$ cat config.mk
export PLATFORM = sky130hd
export DESIGN_NAME = ring_seq_monitor
export DESIGN_NICKNAME = d
export VERILOG_FILES = /design/src/rtl/ring_seq_monitor.sv
export SDC_FILE = /design/constraint.sdc
export NUM_CORES = 1
export LEC_CHECK = 0
export BUFFER_PORTS_ARGS = -buffer_cell sky130_fd_sc_hd__buf_2
export CORE_MARGIN = 2
export CORE_UTILIZATION = 45
export CTS_CLUSTER_SIZE = 16
export DETAILED_ROUTE_END_ITERATION = 16
export PLACE_DENSITY = 0.67
export SETUP_SLACK_MARGIN = 0.2
export SLEW_MARGIN = 20
export SYNTH_ARGS = -nofsm -noshare
export SYNTH_HDL_FRONTEND = slang
export SYNTH_SLANG_ARGS = --single-unit
$ cat constraint.sdc
create_clock -name clk -period 2.7 [get_ports clk]
set_input_delay 0 -clock clk [delete_from_list [all_inputs] [get_ports clk]]
set_output_delay 0 -clock clk [all_outputs]
set_load 0.005 [all_outputs]
$ cat src/rtl/ring_seq_monitor.sv
// Receive-side checker for a one-hot left-rotating ring word: decodes the set bit to a
// binary phase, checks single-step rotation, tracks lock and counts errors.
module ring_seq_monitor #(
    parameter int WIDTH    = 4,
    parameter int LOCK_CNT = 3,
    parameter int ERR_W    = 8,
    localparam int IW      = ($clog2(WIDTH) > 1) ? $clog2(WIDTH) : 1
) (
    input  logic             clk,
    input  logic             rst,
    input  logic             in_valid,
    input  logic [WIDTH-1:0] ring_in,
    input  logic             clear_err,
    output logic [IW-1:0]    idx,
    output logic             idx_valid,
    output logic             onehot_ok,
    output logic             locked,
    output logic             seq_err,
    output logic             wrap,
    output logic [ERR_W-1:0] err_count
);

    localparam int GW = ($clog2(LOCK_CNT + 1) > 1) ? $clog2(LOCK_CNT + 1) : 1;

    typedef enum logic [1:0] {
        HUNT   = 2'd0,
        TRACK  = 2'd1,
        LOCKED = 2'd2
    } state_t;

    function automatic logic onehot_legal(input logic [WIDTH-1:0] w);
        int n;
        n = 0;
        for (int i = 0; i < WIDTH; i++) begin
            if (w[i]) n = n + 1;
        end
        return (n == 1);
    endfunction

    function automatic logic [IW-1:0] onehot_index(input logic [WIDTH-1:0] w);
        logic [IW-1:0] r;
        r = '0;
        for (int i = 0; i < WIDTH; i++) begin
            if (w[i]) r = IW'(i);
        end
        return r;
    endfunction

    function automatic logic [ERR_W-1:0] sat_inc(input logic [ERR_W-1:0] c);
        return (&c) ? c : c + ERR_W'(1);
    endfunction

    state_t            state_p1, state_nxt;
    logic [IW-1:0]     prev_p1, prev_nxt;
    logic [GW-1:0]     good_p1, good_nxt, good_inc;
    logic [IW-1:0]     idx_nxt;
    logic              idx_vld_nxt, onehot_nxt, err_nxt, wrap_nxt;
    logic [ERR_W-1:0]  cnt_nxt;

    // ---- stage p0: decode the sampled word ----
    logic              legal_p0;
    logic [IW-1:0]     index_p0, expect_p0;

    assign legal_p0  = onehot_legal(ring_in);
    assign index_p0  = onehot_index(ring_in);
    assign expect_p0 = (prev_p1 == IW'(WIDTH - 1)) ? '0 : prev_p1 + IW'(1);
    assign good_inc  = good_p1 + GW'(1);

    always_comb begin
        state_nxt   = state_p1;
        prev_nxt    = prev_p1;
        good_nxt    = good_p1;
        idx_nxt     = idx;
        onehot_nxt  = onehot_ok;
        idx_vld_nxt = 1'b0;
        err_nxt     = 1'b0;
        wrap_nxt    = 1'b0;
        if (in_valid) begin
            onehot_nxt = legal_p0;
            if (!legal_p0) begin
                err_nxt   = 1'b1;
                state_nxt = HUNT;
                good_nxt  = '0;
            end else begin
                idx_nxt     = index_p0;
                prev_nxt    = index_p0;
                idx_vld_nxt = 1'b1;
                case (state_p1)
                    TRACK, LOCKED: begin
                        if (index_p0 == expect_p0) begin
                            if (state_p1 == TRACK) begin
                                good_nxt = good_inc;
                                if (good_inc == GW'(LOCK_CNT)) state_nxt = LOCKED;
                            end else begin
                                wrap_nxt = (index_p0 == '0);
                            end
                        end else begin
                            // Any wrong step, including a repeat, resyncs onto the new index.
                            err_nxt   = 1'b1;
                            state_nxt = TRACK;
                            good_nxt  = '0;
                        end
                    end
                    default: begin
                        state_nxt = TRACK;
                        good_nxt  = '0;
                    end
                endcase
            end
        end
        if (clear_err) cnt_nxt = err_nxt ? ERR_W'(1) : '0;
        else if (err_nxt) cnt_nxt = sat_inc(err_count);
        else cnt_nxt = err_count;
    end

    // ---- stage p1: registered state and outputs ----
    always_ff @(posedge clk or posedge rst) begin
        if (rst) begin
            state_p1  <= HUNT;
            prev_p1   <= '0;
            good_p1   <= '0;
            idx       <= '0;
            idx_valid <= 1'b0;
            onehot_ok <= 1'b0;
            seq_err   <= 1'b0;
            wrap      <= 1'b0;
            err_count <= '0;
        end else begin
            state_p1  <= state_nxt;
            prev_p1   <= prev_nxt;
            good_p1   <= good_nxt;
            idx       <= idx_nxt;
            idx_valid <= idx_vld_nxt;
            onehot_ok <= onehot_nxt;
            seq_err   <= err_nxt;
            wrap      <= wrap_nxt;
            err_count <= cnt_nxt;
        end
    end

    assign locked = (state_p1 == LOCKED);

endmodule
== Word level (Yosys, flattened, before mapping) ==
Cells that the tools add are included.

* Register bits after elaboration: 18
* Input port bits: 8
* Output and inout port bits: 15
* Logic and storage cells: 63

* Add/sub/neg operators: 6
* Equality and inequality tests: 9
* Muxes and demuxes: 32
* Reductions and logical operators: 8

{| class="wikitable"
|+ Operators by type and width
! operator !! count
|-
| adder 32 x 2 -> 32 bit (second input constant) || 3
|-
| 2-to-1 mux 32 bit || 3
|-
| equality test 32 x 2 -> 1 bit (second input constant) || 1
|-
| 2-to-1 mux 2 bit || 12
|-
| 2-to-1 mux 8 bit || 3
|-
| 2-to-1 mux 1 bit || 14
|-
| adder 8 x 1 -> 8 bit (second input constant) || 1
|-
| inequality test 4 bit (second input constant) || 2
|-
| AND reduction 8 bit || 1
|-
| equality test 2 bit (second input constant) || 3
|-
| AND reduction 2 bit || 3
|-
| adder 2 x 1 -> 2 bit (second input constant) || 2
|-
| AND reduction 3 bit || 1
|-
| equality test 2 x 1 -> 1 bit (second input constant) || 1
|-
| equality test 2 bit || 1
|-
| zero test 2 bit || 1
|-
| inequality test 2 bit (second input constant) || 1
|-
| nonzero test 2 bit || 1
|-
| OR reduction 2 bit || 1
|}

== Depth between registers and ports, before layout ==
Gate-level depths: netlist of the first run.

* Word-level depth: 12
* Mapped depth: 11
* Mapped depth without buffers: 10

== Worst setup path after synthesis of the first run ==
OpenSTA, ideal clock, no wires.

* Kind: reg2reg
* Start: register prev_p1[0]
* End: register err_count[1]
* Data arrival time: 1.894 ns
* Required time: 2.564 ns
* Slack: 0.670 ns
* Cell stages (with the launch flop): 9
* Buffers on the path: 1
* Period minus slack after synthesis: 2.030 ns
* Cells stage by stage: dfrtp_1 > ha_1 > or3_1 > nand4b_2 > nand4_4 > a211oi_2 > buf_6 > mux2i_1 > nor2_1

* Longest elaborated chain between the ends: 9
* Elaborated cells between the ends (all ways): 10

{| class="wikitable"
|+ RTL lines
! element !! line !! source
|-
| start, declared || 54 || <nowiki>logic [IW-1:0] prev_p1, prev_nxt;</nowiki>
|-
| start signal, assigned || 130 || <nowiki>prev_p1 <= prev_nxt;</nowiki>
|-
| adder 2 x 1 -> 2 bit or equality test 2 bit (tied branches) || 66 || <nowiki>assign expect_p0 = (prev_p1 == IW'(WIDTH - 1)) ? '0 : prev_p1 + IW'(1);</nowiki>
|-
| 2-to-1 mux 2 bit * || 66 ||
|-
| equality test 2 bit * || 90 || <nowiki>if (index_p0 == expect_p0) begin</nowiki>
|-
| 2-to-1 mux 1 bit * || 90 ||
|-
| 2-to-1 mux 1 bit * || 88 || <nowiki>case (state_p1)</nowiki>
|-
| 2-to-1 mux 1 bit * || 80 || <nowiki>if (!legal_p0) begin</nowiki>
|-
| 2-to-1 mux 1 bit * || 78 || <nowiki>if (in_valid) begin</nowiki>
|-
| nonzero test 2 bit (no line) * || n/a ||
|-
| AND reduction 2 bit (no line) * || n/a ||
|-
| end signal, assigned || 137 || <nowiki>err_count <= cnt_nxt;</nowiki>
|-
| end, declared || 20 || <nowiki>output logic [ERR_W-1:0] err_count</nowiki>
|}

Every way passes the cells marked *; elsewhere a longest branch is shown, timed or not.
A chain may end at the register's enable or synchronous reset.

== Worst setup path in the final report of the first run ==
* Start: register prev_p1[0]
* End: register err_count[0]

* Longest elaborated chain between the ends: 9
* Elaborated cells between the ends (all ways): 12

{| class="wikitable"
|+ RTL lines
! element !! line
|-
| adder 2 x 1 -> 2 bit or equality test 2 bit (tied branches) || 66
|-
| 2-to-1 mux 2 bit * || 66
|-
| equality test 2 bit * || 90
|-
| 2-to-1 mux 1 bit * || 90
|-
| 2-to-1 mux 1 bit * || 88
|-
| 2-to-1 mux 1 bit * || 80
|-
| 2-to-1 mux 1 bit * || 78
|-
| 2-to-1 mux 1 bit or nonzero test 2 bit (tied branches) || n/a
|-
| 2-to-1 mux 8 bit or AND reduction 2 bit (tied branches) || n/a
|}

Marks and branches as above.

==> results of run 1 <==
## how the worst max path moves through the flow
stage / start / end / slack, ns
after floorplan: prev_p1[0] / err_count[1] / 0.67
after global routing: prev_p1[0] / err_count[1] / 0.47
after detailed placement: ring_in[1] / good_p1[0] / 0.40
after CTS: prev_p1[0] / err_count[0] / 0.57
final: prev_p1[0] / err_count[0] / 0.58
after global placement: ring_in[1] / good_p1[0] / 0.49
## registers in the layout, summed over array words and instances, names as in the netlist
name       cells
good_p1        2
onehot_ok      1
idx_valid      1
state_p1       2
seq_err        1
err_count      8
prev_p1        2
wrap           1
## report_power, final
part | switching (mW) | internal [mW]
Clock | 0.0811 | 0.0518
Sequential | 0.0340 | 0.301
Combinational | 0.139 | 0.117
## worst register-to-register path: cells and delay by family, from the launching register on
| family | cells | cell delay [ns] |
|---|---|---|
| AO/OA/AOI/OAI | 2 | 0.45 |
| buffers and inverters | 1 | 0.21 |
| flip-flops | 1 | 0.45 |
| adder cells (fa/ha/maj) | 1 | 0.26 |
| AND/OR/NAND/NOR | 4 | 0.65 |
## cells by family (layout without fill, tap and decap cells)
family | Yosys count | in the layout | synth area share (%)
compound gates | 28 | 28 | 18.92
xor+xnor | 2 | 2 | 1.456
flops | 18 | 18 | 37.42
fa+ha+maj | 9 | 9 | 9.356
simple gates | 39 | 39 | 21.41
buf+inv | 22 | 46 | 7.899
mux | 4 | 4 | 3.534
## timing repair
action                                  CTS  global route
gates resized for setup                   0             0
endpoints found under the hold margin    21             0
buffers inserted                          0             0
endpoints found under the setup margin    0             0
hold buffers                              2             0
## routing by layer
| layer | global-route usage (%) | share of wire [%] |
|---|---|---|
| met4 | 6.272 | 0.61 |
| met5 | 0 | 0 |
| met1 | 21.57 | 49 |
| met3 | 3.256 | 4.4 |
| met2 | 25.00 | 46 |
## through the flow
step	util (%)	power, mW	instances	area [µm²]
3_5_place_dp	53.25	0.5943	171	1331
2_1_floorplan	-	0.5255	122	1204
6_report	54.96	0.7240	176	1374
3_3_place_gp	53.25	0.5863	171	1331
5_1_grt	54.96	0.7795	176	1374
4_1_cts	54.96	0.7318	176	1374
## cells in the final DEF, fill, tap and decap left out, types with 2 or more instances in the layout
| master | instances |
|---|---|
| sky130_fd_sc_hd__a21o_2 | 4 |
| sky130_fd_sc_hd__a21oi_1 | 2 |
| sky130_fd_sc_hd__a21oi_2 | 5 |
| sky130_fd_sc_hd__a22o_1 | 2 |
| sky130_fd_sc_hd__buf_2 | 22 |
| sky130_fd_sc_hd__clkbuf_4 | 3 |
| sky130_fd_sc_hd__dfrtp_1 | 18 |
| sky130_fd_sc_hd__dlygate4sd3_1 | 2 |
| sky130_fd_sc_hd__ha_1 | 9 |
| sky130_fd_sc_hd__inv_1 | 17 |
| sky130_fd_sc_hd__mux2i_1 | 2 |
| sky130_fd_sc_hd__nand2_1 | 6 |
| sky130_fd_sc_hd__nand3_1 | 10 |
| sky130_fd_sc_hd__nor2_1 | 6 |
| sky130_fd_sc_hd__nor3_1 | 2 |
| sky130_fd_sc_hd__nor3b_1 | 3 |
| sky130_fd_sc_hd__nor4_1 | 2 |
| sky130_fd_sc_hd__o21ai_0 | 5 |
| sky130_fd_sc_hd__xor2_1 | 2 |
## final cells by class
cell class	count	area [µm²]	area share [%]
clock buffer	3	22.52	1.639
sequential	18	450.4	32.79
timing repair buffer	25	137.6	10.02
inverter	18	67.56	4.918
tap	30	37.54	2.732
multi-input combinational	82	658.1	47.91
==> key figures, run 1 <==
Outcome
  – Run status: completed

Critical path
  – Arrival time of the worst setup path: 2.31 ns
  – Cell depth of the worst flop-to-flop path: 8
  – Critical path depth: 8
  – Required time at the endpoint of the critical path: 2.89 ns
  – Startpoint of the worst-slack reg-to-reg timing path: prev_p1[0]
  – R2R Path End: err_count[0]
  – Endpoint type of the worst setup path: flop
  – Critical path class: reg -> reg
  – Slowest CP cell: sky130_fd_sc_hd__dfrtp_1
  – Largest driver fanout on the critical path: 12
  – Family with the most delay on the worst path: simple AND/OR/NAND/NOR gates
  – Type of origin of the critical path: flop
  – Critical path buffers and inverters: 1
  – Cells along the critical path: ha_1 > or3_1 > nand4b_2 > nand4_4 > a211oi_2 > buf_4 > nor3b_1 > a211o_1
  – Largest incremental delay on the critical path: approximately 0.45 ns
  – Worst-case register-to-register setup slack: about 0.58 ns

Route
  – Number of optimization iterations in the first detailed-route pass: 4
  – Initial DRC Count: 25
  – Vias per Instance: 5.472
  – Antenna-violating nets left: 0
  – Total Routed Length: 2294 µm
  – Average wire length per cell after detail routing: about 13 µm
  – Remaining routing DRC violations: 0
  – Count of vias placed by the detailed router: just under 1000

Clocking
  – CTS H-tree depth: 1
  – Clk pin slew, worst setup/hold paths: around 0.10 ns
  – Clock root buffer master: sky130_fd_sc_hd__clkbuf_4
  – Sinks on Clock Net: 18
  – TritonCTS clock tree: yes
  – Number of buffers inserted during clock tree synthesis: 3
  – Number of buffers between clock root and the deepest sink: 2
  – Later-pin clock latency in the skew report: 0.29 ns

Floorplan
  – Number of I/O pins: 23
  – Die outline width: 55.72 µm
  – Row Count: 18
  – Initial Util: about half
  – Area of the core region: between 2000 and 2500 µm²
  – Die Ht: approximately 56 µm
  – Total Die Area: about 3100 µm²

Global route
  – Overall Global Routing Usage: 15.95%
  – Number of antenna violations at the first check in global routing: 0
  – Maximum number of pins on one net before global-route repair: 19
  – Vias in the first global route: 949
  – First-pass GRT wire length: approximately 4000 µm
  – Global route total overflow: 0

Yosys
  – Number of cells produced by synthesis: roughly 120
  – Most used standard cell by instance count after synthesis: sky130_fd_sc_hd__dfrtp_1
  – Total standard cell area after synthesis: 1204 µm²
  – Number of enable flip-flop cells after synthesis: 0
  – Synth Warn #: 0
  – Most area-consuming cells after synthesis: sky130_fd_sc_hd__dfrtp_1, sky130_fd_sc_hd__ha_1, sky130_fd_sc_hd__inv_1
  – Post-Syn Nets: 139
  – Synthesized area divided by synthesized cell count: 9.866 µm²
  – Commonest cells post-synth: sky130_fd_sc_hd__dfrtp_1, sky130_fd_sc_hd__inv_1, sky130_fd_sc_hd__nand3_1, sky130_fd_sc_hd__ha_1
  – Seq/Total Area, Yosys: a little under two fifths
  – Post-synthesis cell type count: between 40 and 50
  – Fraction of synthesized cell area taken by the top area cell type: a little under two fifths
  – Number of flip-flops and latches in the synthesized netlist: 18
  – Cell accounting for the most synthesized area: sky130_fd_sc_hd__dfrtp_1
  – Async set-or-reset flop fraction in the synthesized netlist: 100.0%
  – Synth Flop Type: sky130_fd_sc_hd__dfrtp_1

Timing
  – Setup repair after global routing missed its margin: false
  – Final number of hold-violating endpoints: 0
  – Max-Slew Margin vs Limit: 54.82%
  – Max Clk Rate: ~0.47 GHz
  – Final Worst Setup Slack: ~0.58 ns
  – Share of the cycle needed by the critical path after routing: 78.66%
  – Worst clock skew: between 0.005 and 0.006 ns
  – Tightest Pin Transition: slightly below 0.7 ns
  – Final TNS setup: 0 ns
  – Worst-case hold slack: 0.07439 ns
  – Max-slew violation count: 0
  – Final setup violation count: 0
  – Time the final worst path needs with I/O delays and setup: 2.124 ns

Final layout
  – Number of inserted diodes: 0
  – NumNets Final: ~170
  – Growth of design area from synthesis to finish: 14.14%
  – Share of layout cells above drive strength 1: around 30%
  – Number of filler instances in the final layout: roughly 230

Pwr
  – Leakage power: ~0.66 nW
  – Power per standard cell area: approximately 530 nW/µm²
  – Worst VDD drop: ~0.34 mV

Placement
  – Post-placement setup slack: about 0.4 ns
  – Last weighted congestion value of the routability-driven placer: between 0.8 and 0.9
  – Count of port buffers added during placement: 22
  – Post-DP HPWL: approximately 1800 µm

Worst hold path
  – Worst hold path depth: 3
  – Kind of path behind the tightest hold check: in -> reg
  – Worst hold start: in_valid
  – Worst Hold Path EP: seq_err

Flow run
  – Number of violations of the max-capacitance limit: 0
Power figures use the tool's default switching activity.
==> inputs of run 2 (changes only) <==
==> constraint.sdc (replaced) <==
create_clock -name clk -period 2 [get_ports clk]
set_input_delay 0 -clock clk [delete_from_list [all_inputs] [get_ports clk]]
set_output_delay 0 -clock clk [all_outputs]
set_load 0.005 [all_outputs]
==> key figures, run 2 (synthesized netlist as in run 1, its figures left out) <==
Outcome
  – Run status: completed (unchanged)

Clocking
  – Later-pin clock latency in the skew report: 0.30 ns (was 0.29 ns)
  – Sinks on Clock Net: 18 (unchanged)
  – Number of buffers inserted during clock tree synthesis: 3 (unchanged)
  – Clock root buffer master: sky130_fd_sc_hd__clkbuf_4 (unchanged)
  – CTS H-tree depth: 1 (unchanged)
  – TritonCTS clock tree: yes (unchanged)
  – Clk pin slew, worst setup/hold paths: 0.11 ns (was 0.10 ns)
  – Number of buffers between clock root and the deepest sink: 2 (unchanged)

Timing
  – Final number of hold-violating endpoints: 0 (unchanged)
  – Max-Slew Margin vs Limit: 52.97% (was 54.82%)
  – Time the final worst path needs with I/O delays and setup: 1.990 ns (was 2.124 ns)
  – Setup repair after global routing missed its margin: true (was false)
  – Max-slew violation count: 0 (unchanged)
  – Final Worst Setup Slack: 0.01010 ns (was 0.5761 ns)
  – Tightest Pin Transition: 0.7047 ns (was 0.6769 ns)
  – Final setup violation count: 0 (unchanged)
  – Worst clock skew: 0.002910 ns (was 0.005699 ns)
  – Share of the cycle needed by the critical path after routing: 99.49% (was 78.66%)
  – Final TNS setup: 0 ns (unchanged)
  – Max Clk Rate: 0.5025 GHz (was 0.4708 GHz)

Floorplan
  – Row Count: 18 (unchanged)
  – Initial Util: 48.15% (unchanged)
  – Total Die Area: 3105 µm² (unchanged)
  – Die Ht: 55.72 µm (unchanged)
  – Number of I/O pins: 23 (unchanged)
  – Area of the core region: 2500 µm² (unchanged)
  – Die outline width: 55.72 µm (unchanged)

Pwr
  – Worst VDD drop: 0.4239 mV (was 0.3435 mV)
  – Logic pwr share: 46.0% (was 35.3%)
  – Relative contribution of sequential cells to total power: 37.9% (was 46.3%)
  – Reported net switching power: 0.4171 mW (was 0.2543 mW)
  – Power Internal: 0.7596 mW (was 0.4697 mW)
  – Part of the power in the clock network: 16.1% (was 18.4%)
  – Leakage power: 0.7785 nW (was 0.6618 nW)
  – Switching share of power: 35.45% (was 35.12%)
  – Overall power of the completed layout: 1.177 mW (was 0.7240 mW)
  – Power per standard cell area: 707.7 nW/µm² (was 527.0 nW/µm²)

Final layout
  – Number of filler instances in the final layout: 194 (was 233)
  – NumNets Final: 185 (was 165)
  – Largest register by flop count: err_count (unchanged)
  – Footprint of the multi-input gates: 763.2 µm² (was 658.1 µm²)
  – Share of layout cells above drive strength 1: 45.18% (was 30.14%)
  – Non-filler instance count after layout: 196 (was 176)
  – Number of inserted diodes: 0 (unchanged)
  – Commonest cells after routing, fill and taps aside: sky130_fd_sc_hd__buf_2, sky130_fd_sc_hd__dfrtp_1, sky130_fd_sc_hd__buf_4 (was sky130_fd_sc_hd__buf_2, sky130_fd_sc_hd__dfrtp_1, sky130_fd_sc_hd__inv_1)
  – Most common cell after layout, fill and taps aside: sky130_fd_sc_hd__buf_2 (unchanged)
  – Growth of design area from synthesis to finish: 38.15% (was 14.14%)
  – Number of flip-flops under the largest register name: 8 (unchanged)
  – FF/Latch Area: 450.4 µm² (unchanged)

Placement
  – Post-DP HPWL: 2003 µm (was 1764 µm)
  – Placed cell count: 183 (was 171)
  – Last weighted congestion value of the routability-driven placer: 0.8096 (was 0.8199)
  – Post-placement setup slack: -0.1689 ns (was 0.4003 ns)
  – Count of port buffers added during placement: 22 (unchanged)

Route
  – Vias per Instance: 5.474 (was 5.472)
  – Count of vias placed by the detailed router: 1073 (was 963)
  – Antenna-violating nets left: 0 (unchanged)
  – Initial DRC Count: 17 (was 25)
  – Remaining routing DRC violations: 0 (unchanged)
  – Total Routed Length: 2666 µm (was 2294 µm)
  – Average wire length per cell after detail routing: 13.60 µm (was 13.03 µm)
  – Number of optimization iterations in the first detailed-route pass: 4 (unchanged)

Flow run
  – Number of violations of the max-capacitance limit: 0 (unchanged)

Critical path
  – Arrival time of the worst setup path: 2.19 ns (was 2.31 ns)
  – Required time at the endpoint of the critical path: 2.20 ns (was 2.89 ns)
  – Type of origin of the critical path: flop (unchanged)
  – Endpoint type of the worst setup path: flop (unchanged)
  – Critical path class: reg -> reg (unchanged)
  – Worst-case register-to-register setup slack: 0.01 ns (was 0.58 ns)
  – Largest driver fanout on the critical path: 4 (was 12)

Worst hold path
  – Kind of path behind the tightest hold check: in -> reg (unchanged)

Global route
  – Overall Global Routing Usage: 17.91% (was 15.95%)
  – First-pass GRT wire length: 4540 µm (was 4029 µm)
  – Maximum number of pins on one net before global-route repair: 19 (unchanged)
  – Global route total overflow: 0 (unchanged)
  – Vias in the first global route: 1069 (was 949)
  – Number of antenna violations at the first check in global routing: 0 (unchanged)
-- run 2: final timing paths --
| path | from | to | cells past startpoint |
|---|---|---|---|
| worst min-delay path | clear_err | err_count[0] | 2 |
| worst max register to register | prev_p1[1] | err_count[1] | 8 |
| min in group asynchronous | rst | good_p1[1] | 3 |
| worst max-delay path | prev_p1[1] | err_count[1] | 8 |
| max in group asynchronous | rst | err_count[6] | 3 |
| worst min register to register | onehot_ok | onehot_ok | 1 |
-- run 2: cell type report --
cell class | instances | area share [%]
flip-flops and latches | 18 | 27.09
inverters | 18 | 5.117
multi-input cells | 82 | 45.90
repair buffers | 45 | 18.28
well taps | 30 | 2.257
clock buffers | 3 | 1.354
-- run 2: routing by layer --
metal / vias up / GRT usage [%] / wire [µm]
li1: 525 / - / -
met1: 521 / 23.13 / 1261
met2: 21 / 30.10 / 1279
met3: 6 / 3.721 / 92
met4: 0 / 5.226 / 32
met5: - / 0 / 0
-- run 2: critical path: stages (launching register included) --
cell,delay [ns]
sky130_fd_sc_hd__dfrtp_1,0.44
sky130_fd_sc_hd__ha_4,0.19
sky130_fd_sc_hd__or3_4,0.34
sky130_fd_sc_hd__nand4b_4,0.12
sky130_fd_sc_hd__nand4_4,0.10
sky130_fd_sc_hd__a211oi_4,0.32
sky130_fd_sc_hd__buf_4,0.18
sky130_fd_sc_hd__mux2i_1,0.17
sky130_fd_sc_hd__nor2_1,0.06
-- run 2: what timing repair did --
action / 4_1_cts / 5_1_grt
endpoints found under the setup margin: 12 / 15
hold endpoints to repair: 22 / 0
pin swaps: 7 / 8
hold buffers: 3 / 0
setup buffers: 2 / 5
resized for setup: 3 / 15
-- run 2: power groups by stage --
| stage | Clock (mW) | Sequential, mW | Combinational (mW) |
|---|---|---|---|
| 6_report | 0.189 | 0.446 | 0.541 |
| 4_1_cts | 0.195 | 0.439 | 0.476 |
| 3_5_place_dp | 0 | 0.447 | 0.448 |
| 3_3_place_gp | 0 | 0.444 | 0.433 |
| 5_1_grt | 0.208 | 0.450 | 0.597 |
| 2_1_floorplan | 0 | 0.455 | 0.292 |
-- run 2: through the flow --
step | instance area, µm² | hold WS [ns] | util, %
floorplan | 1260 | -0.06143 | -
global placement | 1478 | 0.1518 | 59.11
detailed placement | 1478 | 0.1540 | 59.11
CTS | 1560 | 0.02531 | 62.41
global route | 1663 | 0.04471 | 66.52
finish | 1663 | 0.02286 | 66.52
